[src/rtl/fifo_pkg.sv]
`default_nettype none
// +----------------------------------------------------------------------------+
// | fifo_pkg                                                                   |
// | Shared defaults, depth helpers and the flag bundle type for sync_fifo.     |
// | Revision: 1.0                                                              |
// +----------------------------------------------------------------------------+
package fifo_pkg;

  localparam int DEFAULT_DATA_WIDTH    = 8;
  localparam int DEFAULT_ADDR_WIDTH    = 4;
  localparam int DEFAULT_AEMPTY_THRESH = 2;

  typedef struct packed {
    logic full;
    logic afull;
    logic empty;
    logic aempty;
  } fifo_flags_t;

  function automatic int depth_of(input int addr_width);
    return 1 << addr_width;
  endfunction

  function automatic int addr_width_of(input int depth);
    return (depth > 1) ? $clog2(depth) : 1;
  endfunction

endpackage
`default_nettype wire

[src/rtl/sync_fifo_mem.sv]
`default_nettype none
// +----------------------------------------------------------------------------+
// | sync_fifo_mem                                                              |
// | Storage array with a gated write port and a registered, gated read port.   |
// | Revision: 1.0                                                              |
// +----------------------------------------------------------------------------+
module sync_fifo_mem #(
  parameter int DATA_WIDTH = 8,
  parameter int ADDR_WIDTH = 4
) (
  input  logic                  clk,
  input  logic                  rst_n,
  input  logic                  we,
  input  logic [ADDR_WIDTH-1:0] waddr,
  input  logic [DATA_WIDTH-1:0] wdata,
  input  logic                  re,
  input  logic [ADDR_WIDTH-1:0] raddr,
  output logic [DATA_WIDTH-1:0] rdata
);

  localparam int c_depth = 1 << ADDR_WIDTH;

  logic [DATA_WIDTH-1:0] r_mem [c_depth];
  logic [DATA_WIDTH-1:0] r_rdata;

  // Array is deliberately left without reset so it maps onto plain RAM.
  always_ff @(posedge clk) begin
    if (we) begin
      r_mem[waddr] <= wdata;
    end
  end

  always_ff @(posedge clk or negedge rst_n) begin
    if (!rst_n) begin
      r_rdata <= '0;
    end else if (re) begin
      r_rdata <= r_mem[raddr];
    end
  end

  assign rdata = r_rdata;

endmodule
`default_nettype wire

[src/rtl/sync_fifo.sv]
`default_nettype none
// +----------------------------------------------------------------------------+
// | sync_fifo                                                                  |
// | Single-clock FIFO: pointers, occupancy, registered flags and sticky errors.|
// | Revision: 1.0                                                              |
// +----------------------------------------------------------------------------+
module sync_fifo
  import fifo_pkg::*;
#(
  parameter int DATA_WIDTH    = DEFAULT_DATA_WIDTH,
  parameter int ADDR_WIDTH    = DEFAULT_ADDR_WIDTH,
  parameter int AFULL_THRESH  = depth_of(ADDR_WIDTH) - 2,
  parameter int AEMPTY_THRESH = DEFAULT_AEMPTY_THRESH
) (
  input  logic                  clk,
  input  logic                  rst_n,
  input  logic                  clr,
  input  logic                  winc,
  input  logic [DATA_WIDTH-1:0] wdata,
  output logic                  wfull,
  output logic                  walmost_full,
  input  logic                  rinc,
  output logic [DATA_WIDTH-1:0] rdata,
  output logic                  rvalid,
  output logic                  rempty,
  output logic                  ralmost_empty,
  output logic [ADDR_WIDTH:0]   count,
  output logic                  overflow,
  output logic                  underflow
);

  localparam fifo_flags_t c_flags_rst = '{
    full:   1'b0,
    afull:  (AFULL_THRESH <= 0),
    empty:  1'b1,
    aempty: (AEMPTY_THRESH >= 0)
  };

  logic [ADDR_WIDTH:0] r_wptr;
  logic [ADDR_WIDTH:0] r_rptr;
  logic [ADDR_WIDTH:0] r_count;
  fifo_flags_t         r_flags;
  logic                r_rvalid;
  logic                r_overflow;
  logic                r_underflow;

  logic                w_we;
  logic                w_re;
  logic [ADDR_WIDTH:0] w_wptr_nxt;
  logic [ADDR_WIDTH:0] w_rptr_nxt;
  logic [ADDR_WIDTH:0] w_count_nxt;
  fifo_flags_t         w_flags_nxt;

  // Acceptance uses the registered flags, so a full FIFO still pops and an
  // empty one still pushes when both requests arrive together.
  assign w_we = winc & ~r_flags.full  & ~clr;
  assign w_re = rinc & ~r_flags.empty & ~clr;

  always_comb begin
    w_wptr_nxt  = r_wptr;
    w_rptr_nxt  = r_rptr;
    w_count_nxt = r_count;
    if (clr) begin
      w_wptr_nxt  = '0;
      w_rptr_nxt  = '0;
      w_count_nxt = '0;
    end else begin
      w_wptr_nxt  = r_wptr  + {{ADDR_WIDTH{1'b0}}, w_we};
      w_rptr_nxt  = r_rptr  + {{ADDR_WIDTH{1'b0}}, w_re};
      w_count_nxt = r_count + {{ADDR_WIDTH{1'b0}}, w_we} - {{ADDR_WIDTH{1'b0}}, w_re};
    end
  end

  // Flags are derived from next-state values so they settle on the same edge.
  always_comb begin
    w_flags_nxt.full   = (w_wptr_nxt[ADDR_WIDTH] != w_rptr_nxt[ADDR_WIDTH]) &&
                         (w_wptr_nxt[ADDR_WIDTH-1:0] == w_rptr_nxt[ADDR_WIDTH-1:0]);
    w_flags_nxt.empty  = (w_wptr_nxt == w_rptr_nxt);
    w_flags_nxt.afull  = (int'(w_count_nxt) >= AFULL_THRESH);
    w_flags_nxt.aempty = (int'(w_count_nxt) <= AEMPTY_THRESH);
  end

  always_ff @(posedge clk or negedge rst_n) begin
    if (!rst_n) begin
      r_wptr      <= '0;
      r_rptr      <= '0;
      r_count     <= '0;
      r_flags     <= c_flags_rst;
      r_rvalid    <= 1'b0;
      r_overflow  <= 1'b0;
      r_underflow <= 1'b0;
    end else begin
      r_wptr   <= w_wptr_nxt;
      r_rptr   <= w_rptr_nxt;
      r_count  <= w_count_nxt;
      r_flags  <= w_flags_nxt;
      r_rvalid <= w_re;
      if (clr) begin
        r_overflow  <= 1'b0;
        r_underflow <= 1'b0;
      end else begin
        r_overflow  <= r_overflow  | (winc & r_flags.full);
        r_underflow <= r_underflow | (rinc & r_flags.empty);
      end
    end
  end

  sync_fifo_mem #(
    .DATA_WIDTH (DATA_WIDTH),
    .ADDR_WIDTH (ADDR_WIDTH)
  ) u_mem (
    .clk   (clk),
    .rst_n (rst_n),
    .we    (w_we),
    .waddr (r_wptr[ADDR_WIDTH-1:0]),
    .wdata (wdata),
    .re    (w_re),
    .raddr (r_rptr[ADDR_WIDTH-1:0]),
    .rdata (rdata)
  );

  assign wfull         = r_flags.full;
  assign walmost_full  = r_flags.afull;
  assign rempty        = r_flags.empty;
  assign ralmost_empty = r_flags.aempty;
  assign count         = r_count;
  assign rvalid        = r_rvalid;
  assign overflow      = r_overflow;
  assign underflow     = r_underflow;

endmodule
`default_nettype wire

[config.mk]
export PLATFORM = sky130hd
export DESIGN_NAME = sync_fifo
export DESIGN_NICKNAME = d
export VERILOG_FILES = /design/src/rtl/fifo_pkg.sv /design/src/rtl/sync_fifo_mem.sv /design/src/rtl/sync_fifo.sv
export SDC_FILE = /design/constraint.sdc
export NUM_CORES = 1
export LEC_CHECK = 0
export CORE_ASPECT_RATIO = 1.25
export CORE_MARGIN = 4
export CORE_UTILIZATION = 55
export CTS_CLUSTER_DIAMETER = 80
export DETAILED_ROUTE_END_ITERATION = 6
export PLACE_DENSITY = 0.85
export SETUP_SLACK_MARGIN = 0.05
export SLEW_MARGIN = 30
export SYNTH_ARGS = -nofsm -noshare
export SYNTH_HDL_FRONTEND = slang
export SYNTH_SLANG_ARGS = --single-unit
export TNS_END_PERCENT = 100
[constraint.sdc]
create_clock -name clk -period 4.45 [get_ports clk]
set_clock_uncertainty 0.15 [all_clocks]
set_input_delay 0.6675 -clock clk [delete_from_list [all_inputs] [get_ports clk]]
set_output_delay 0.6675 -clock clk [all_outputs]
set_load 0.01 [all_outputs]
==> results by group, run 1 <==
Synth
  – Main flop type after synthesis: edfxtp_1
  – Synthesized Nets: 359
  – Post-synthesis cell type count: 38
  – Post-synthesis cell area: 0.00636 mm^2
  – Async SR Flop Fraction: 19.0%
  – Avg Cell Area, Syn: 18.8 um^2
  – Mapped Cells: 338
  – Number of synthesized flops with an enable pin: 128
  – Sequential share of the synthesized area: 72.3%
  – #FFs+latches synth: 158
  – Synthesis Warnings: 0

Cells and area
  – Post-layout net count: 403
  – Antenna cells: 0
  – FILL cells: 704
  – Non-filler cells, final: 530
  – Share of cells above drive strength 1: 19.5%
  – Layout area overhead: 16.3%
  – Final instance area: 0.00740 mm^2
  – Commonest non-fill, non-tap cell in the layout: edfxtp_1
  – Commonest non-fill, non-tap cells in the layout: edfxtp_1, clkdlybuf4s50_1, nor2_1, dfrtp_1, mux4_2

STA
  – Slew headroom: 34.7%
  – Period utilization: 70.7%
  – Finish-stage setup viols: 0
  – Worst Max-Slew Pin Slew: 0.976 ns
  – Max Freq: 318 MHz
  – Slew Limit Fails: 0
  – RSZ-0062 raised after global routing: false
  – Final Hold Violating Endpoints: 0
  – Hold WS: 0.343 ns
  – Final setup TNS: 0 ns
  – Fin crit period: 3.14 ns

Worst setup path
  – CP arrival: 3.27 ns
  – Crit-path leading delay family: buffers and inverters
  – Setup slack, reg-to-reg: 1.54 ns
  – R2r endpoint: ralmost_empty
  – CP Cell Sequence: clkdlybuf4s50_1, buf_4, nand2b_1, buf_4, inv_1, nand2_1, fa_1, a21o_1, a21oi_1, xnor2_1, nor2_1, a2111oi_0
  – Crit path capture type: flip-flop
  – Critical Path Slowest Stage Cell: fa_1
  – Setup crit start kind: input port
  – CP Class: input port to flip-flop
  – Critical Path RT: 4.58 ns
  – CP Max Fanout: 22
  – Slowest stage delay, CP: 0.45 ns
  – Launching point of the worst reg2reg path: rempty
  – Most frequent CP cell: buf_4
  – R2R cell count: 11
  – Worst Path Buf+Inv: 4

Clocking
  – Clk buf depth: 2
  – CTS hold repair buffers: 0
  – TritonCTS clock tree: yes
  – Post-CTS Setup Bufs: 0
  – Clk pin slew, worst setup/hold paths: 0.06 ns
  – CTS root buffer: clkbuf_16
  – Clk_lat worst skew: 0.41 ns
  – Clock sinks: 158
  – Post-CTS Resized: 0
  – H-tree lvl count: 4
  – Number of buffers created by CTS: 17

Placed design
  – Placed instance area: 0.00682 mm^2
  – IO Port Bufs: 32
  – DP Cell Count: 498
  – GPL Wtd Cong: 0.861
  – HPWL Detailed: 7690 um

Min path
  – Cell depth of the worst hold path: 2
  – Hold crit path type: flip-flop to flip-flop
  – Hold EP: overflow
  – Hold Startpoint: overflow

Route
  – # DRC: 0
  – Drt wl/cell: 23.6 um
  – Drt initial violations: 249
  – Detail Route Antenna Nets: 0
  – Drt first pass iters: 5
  – Via count of the routed design: 3,258
  – Vias/cell: 6.15
  – WL final: 12,500 um

Run status
  – Status: finished, final reports clean

Power and ir drop
  – Peak VDD IR: 0.000223 V
  – Pwr/cell area: 479 mW/mm^2
  – Leak pwr: 0.00250 uW

Global routing
  – Grt ovf: 0
  – Gr usage total: 20.3%
  – Initial antenna violation count: 0
  – Number of global-route vias before repair: 3,469
  – Pin count of the biggest net entering global routing: 31
  – First-pass GRT wire length: 19,700 um

Floorplan
  – Rows: 43
  – Die Span Y: 128 um
  – Initial Util: 56.8%
  – Width of the chip: 104 um
  – Top Ports: 33
  – Core ar.: 0.0112 mm^2
  – Die area: 0.0134 mm^2

Job
  – Max Cap Viol: 0
## tightest hold or removal path, stage by stage, from the launching register on
cell	delay (ns)
dfrtp_1	0.34
a21oi_1	0.04
nor2_1	0.07
## metrics by stage
step	util, %	worst slack [ns]	total power, uW
2_1_floorplan	-	1.51	1970
3_3_place_gp	61.0	1.04	2160
3_5_place_dp	61.0	0.976	2190
4_1_cts	66.1	1.36	3570
5_1_grt	66.1	1.12	3670
6_report	66.1	1.31	3540
## Yosys cell counts (all sizes together) (2+ instances only)
| master | number | area share (%) |
|---|---|---|
| clkbuf | 6 | 0.37 |
| edfxtp | 128 | 60 |
| nand3 | 4 | 0.31 |
| dfrtp | 28 | 11 |
| a221o | 7 | 1.1 |
| nand3b | 3 | 0.35 |
| mux2i | 9 | 1.4 |
| xnor2 | 9 | 1.2 |
| a21o | 2 | 0.24 |
| dfstp | 2 | 0.83 |
| mux4 | 31 | 11 |
| a2111oi | 2 | 0.28 |
| mux2 | 7 | 1.2 |
| buf | 11 | 1.3 |
| nand2b | 4 | 0.39 |
| xor2 | 7 | 0.96 |
| inv | 6 | 0.35 |
| nor2 | 30 | 1.8 |
| nand2 | 2 | 0.12 |
| ha | 7 | 1.4 |
| nor2b | 7 | 0.69 |
| nor3 | 11 | 0.87 |
| a21oi | 6 | 0.47 |
## cell families (layout without fill, tap and decap cells)
logic type / Yosys count / in the layout / share of synthesized area (%)
flops: 158 / 158 / 72.3
simple gates: 65 / 65 / 5.00
mux: 47 / 47 / 14.0
buf+inv: 23 / 80 / 1.99
compound gates: 20 / 20 / 2.46
xor+xnor: 17 / 17 / 2.56
fa+ha+maj: 8 / 8 / 1.69
## flip-flops by register name, summed over array words and instances, names as in the netlist
name and flops:
rempty 1, u_mem.r_mem 128, r_wptr 5, wfull 1, r_rptr 5, ralmost_empty 1, overflow 1, u_mem.rdata 8
count 5, underflow 1, rvalid 1, walmost_full 1
## routing by layer
metal	global-route usage, %	up-vias	part of all wire (%)
met5	0	-	0
met4	9.23	0	3.2
met3	4.74	25	5.9
met2	34.9	151	53
met1	24.6	1662	38
li1	-	1420	-
## power breakdown
group	switching, uW	total, uW	internal (uW)
clock	561	1380	821
sequential	51.5	1720	1670
combinational	199	436	237
## worst max-delay path by stage
| stage | from | endpoint | cells past startpoint |
|---|---|---|---|
| 6_report | clr | ralmost_empty | 12 |
| 5_1_grt | clr | ralmost_empty | 12 |
| 4_1_cts | clr | ralmost_empty | 12 |
| 3_5_place_dp | clr | ralmost_empty | 12 |
| 3_3_place_gp | clr | ralmost_empty | 12 |
| 2_1_floorplan | clr | ralmost_empty | 10 |
## cell type report
type	instances	area, um^2	area share [%]
sequential	158	4600	62.2
multi-input combinational	157	1640	22.2
clock buffer	17	425	5.75
timing repair buffer	42	395	5.34
tap	135	169	2.28
clock inverter	15	148	2.00
inverter	6	22.5	0.304
Note: power is estimated with default switching activity, not from simulation.
==> run 2: changes to the inputs <==
- CORE_UTILIZATION: 55 -> 54
- PLACE_DENSITY: 0.85 -> 0.87
- clock period: 4.45 -> 2.65 ns (I/O delays scaled with it)
==> run 2 against run 1 <==
Net effect: via count rose by 0.43%; non-clock buffer count rose by 26; wire length fell by 2.1%; cell count rose by 5.5%; register-to-register slack got worse by 1.5 ns; worst setup slack got worse by 1.3 ns.
==> results by group, run 2 (synthesis gave the netlist of run 1 again) <==
Route
  – Drt first pass iters: 4
  – Drt initial violations: 219
  – Via count of the routed design: 3,272
  – Drt wl/cell: 21.9 um
  – # DRC: 0
  – Detail Route Antenna Nets: 0
  – Vias/cell: 5.85
  – WL final: 12,200 um

Floorplan
  – Core ar.: 0.0116 mm^2
  – Die area: 0.0136 mm^2
  – Top Ports: 33
  – Die Span Y: 129 um
  – Width of the chip: 105 um
  – Initial Util: 55.0%
  – Rows: 44

Cells and area
  – FILL cells: 723
  – Commonest non-fill, non-tap cells in the layout: edfxtp_1, buf_4, clkdlybuf4s50_1, nor2_1, dfrtp_1
  – Max reg flops: 128
  – Antenna cells: 0
  – Layout area overhead: 20.1%
  – Post-layout net count: 429
  – Share of cells above drive strength 1: 26.1%
  – Commonest non-fill, non-tap cell in the layout: edfxtp_1
  – Reg with most FFs: u_mem.r_mem

STA
  – Worst Max-Slew Pin Slew: 0.688 ns
  – Slew Limit Fails: 0
  – Period utilization: 98.3%
  – Slew headroom: 54.1%
  – RSZ-0062 raised after global routing: true
  – Final Hold Violating Endpoints: 0
  – Setup ws final: 0.0446 ns
  – Hold WS: 0.227 ns
  – Finish-stage setup viols: 0
  – Max Freq: 384 MHz
  – Fin crit period: 2.61 ns

Worst setup path
  – Crit path capture type: flip-flop
  – CP Class: flip-flop to flip-flop
  – Critical Path RT: 2.80 ns
  – CP arrival: 2.76 ns
  – CP Cell Sequence: and2b_2, xor2_1, nor2_1, ha_2, fa_2, a21o_1, a21oi_2, xnor2_1, nor2_2, buf_4, a31o_4
  – Slowest stage delay, CP: 0.53 ns
  – CP Max Fanout: 2
  – Critical Path Slowest Stage Cell: dfstp_2
  – Worst path depth: 11
  – Crit-path leading delay family: flip-flops
  – Setup crit start kind: flip-flop
  – R2R cell count: 11
  – Worst Path Buf+Inv: 1

Power and ir drop
  – Final Total Pwr: 5950 uW
  – Peak VDD IR: 0.000375 V
  – Leak pwr: 0.00263 uW
  – Pwr/cell area: 780 mW/mm^2

Clocking
  – Clk pin slew, worst setup/hold paths: 0.06 ns
  – Clk buf depth: 2
  – H-tree lvl count: 4
  – CTS root buffer: clkbuf_16
  – Clock sinks: 158
  – TritonCTS clock tree: yes
  – Number of buffers created by CTS: 17
  – Clk_lat worst skew: 0.41 ns

Min path
  – Hold crit path type: input port to asynchronous set/reset pin

Placed design
  – Dpl ws: -0.376 ns
  – IO Port Bufs: 32
  – HPWL Detailed: 7810 um
  – GPL Wtd Cong: 0.857

Job
  – Max Cap Viol: 0

Run status
  – Status: finished, final reports clean

Global routing
  – M2 GR Usage: 33.7%
  – Met1 Use GR: 24.5%
  – Grt ovf: 0
  – First-pass GRT wire length: 19,600 um
  – Pin count of the biggest net entering global routing: 37
  – GR Util met3: 3.74%
  – Number of global-route vias before repair: 3,453
  – Gr usage total: 19.5%
  – Busiest grt layer: met2
  – Initial antenna violation count: 0
## run 2: changes by cell type in the layout (fill, tap and decap cells not counted), sizes merged
cell	before	now
buf	10	36
bufinv	2	1
clkbuf	17	20
inv	7	8
clkinv	8	5
## run 2: stage by stage
step | setup TNS [ns] | util [%] | cell area (um^2) | cells
2_1_floorplan | 0 | - | 6370 | 338
3_3_place_gp | -0.534 | 61.0 | 7050 | 526
3_5_place_dp | -0.882 | 61.0 | 7050 | 526
4_1_cts | 0 | 65.9 | 7620 | 559
5_1_grt | -0.0601 | 66.1 | 7640 | 559
6_report | 0 | 66.1 | 7640 | 559
## run 2: timing repair
action	4_1_cts	5_1_grt
pin swaps	7	8
endpoints found under the setup margin	2	3
resized for setup	3	6
cloned	0	0
endpoints found under the hold margin	0	0
buffers inserted	1	0
hold buffers	0	0
## run 2: final timing paths
kind,slack [ns],to,from
setup / recovery,0.04,walmost_full,rempty
min in group clk,0.36,underflow,underflow
max in group asynchronous,1.80,ralmost_empty,rst_n
hold / removal,0.23,u_mem.rdata[4],rst_n
hold reg to reg,0.36,underflow,underflow
setup reg to reg,0.04,walmost_full,rempty
## run 2: cell type report
type / count / area, um^2 / area share [%]
inverters: 6 / 22.5 / 0.295
flip-flops and latches: 158 / 4600 / 60.2
multi-input cells: 157 / 1680 / 22.0
clock inverters: 12 / 115 / 1.51
repair buffers: 68 / 616 / 8.06
clock buffers: 20 / 437 / 5.72
well taps: 138 / 173 / 2.26
## run 2: report_power, final
group	internal (uW)	leakage, uW	switching, uW	total (uW)
clock	1300	0.000257	932	2230
combinational	469	0.000825	369	838
sequential	2810	0.00154	75.3	2890
total	4580	0.00263	1380	5950
## run 2: routing by layer
layer  vias up  part of all wire [%]  wire length, um
met5         -                     0                0
met4         0                   2.2              272
met3        15                   5.0              614
met2       110                    53             6480
met1      1669                    40             4890
li1       1478                     -                -
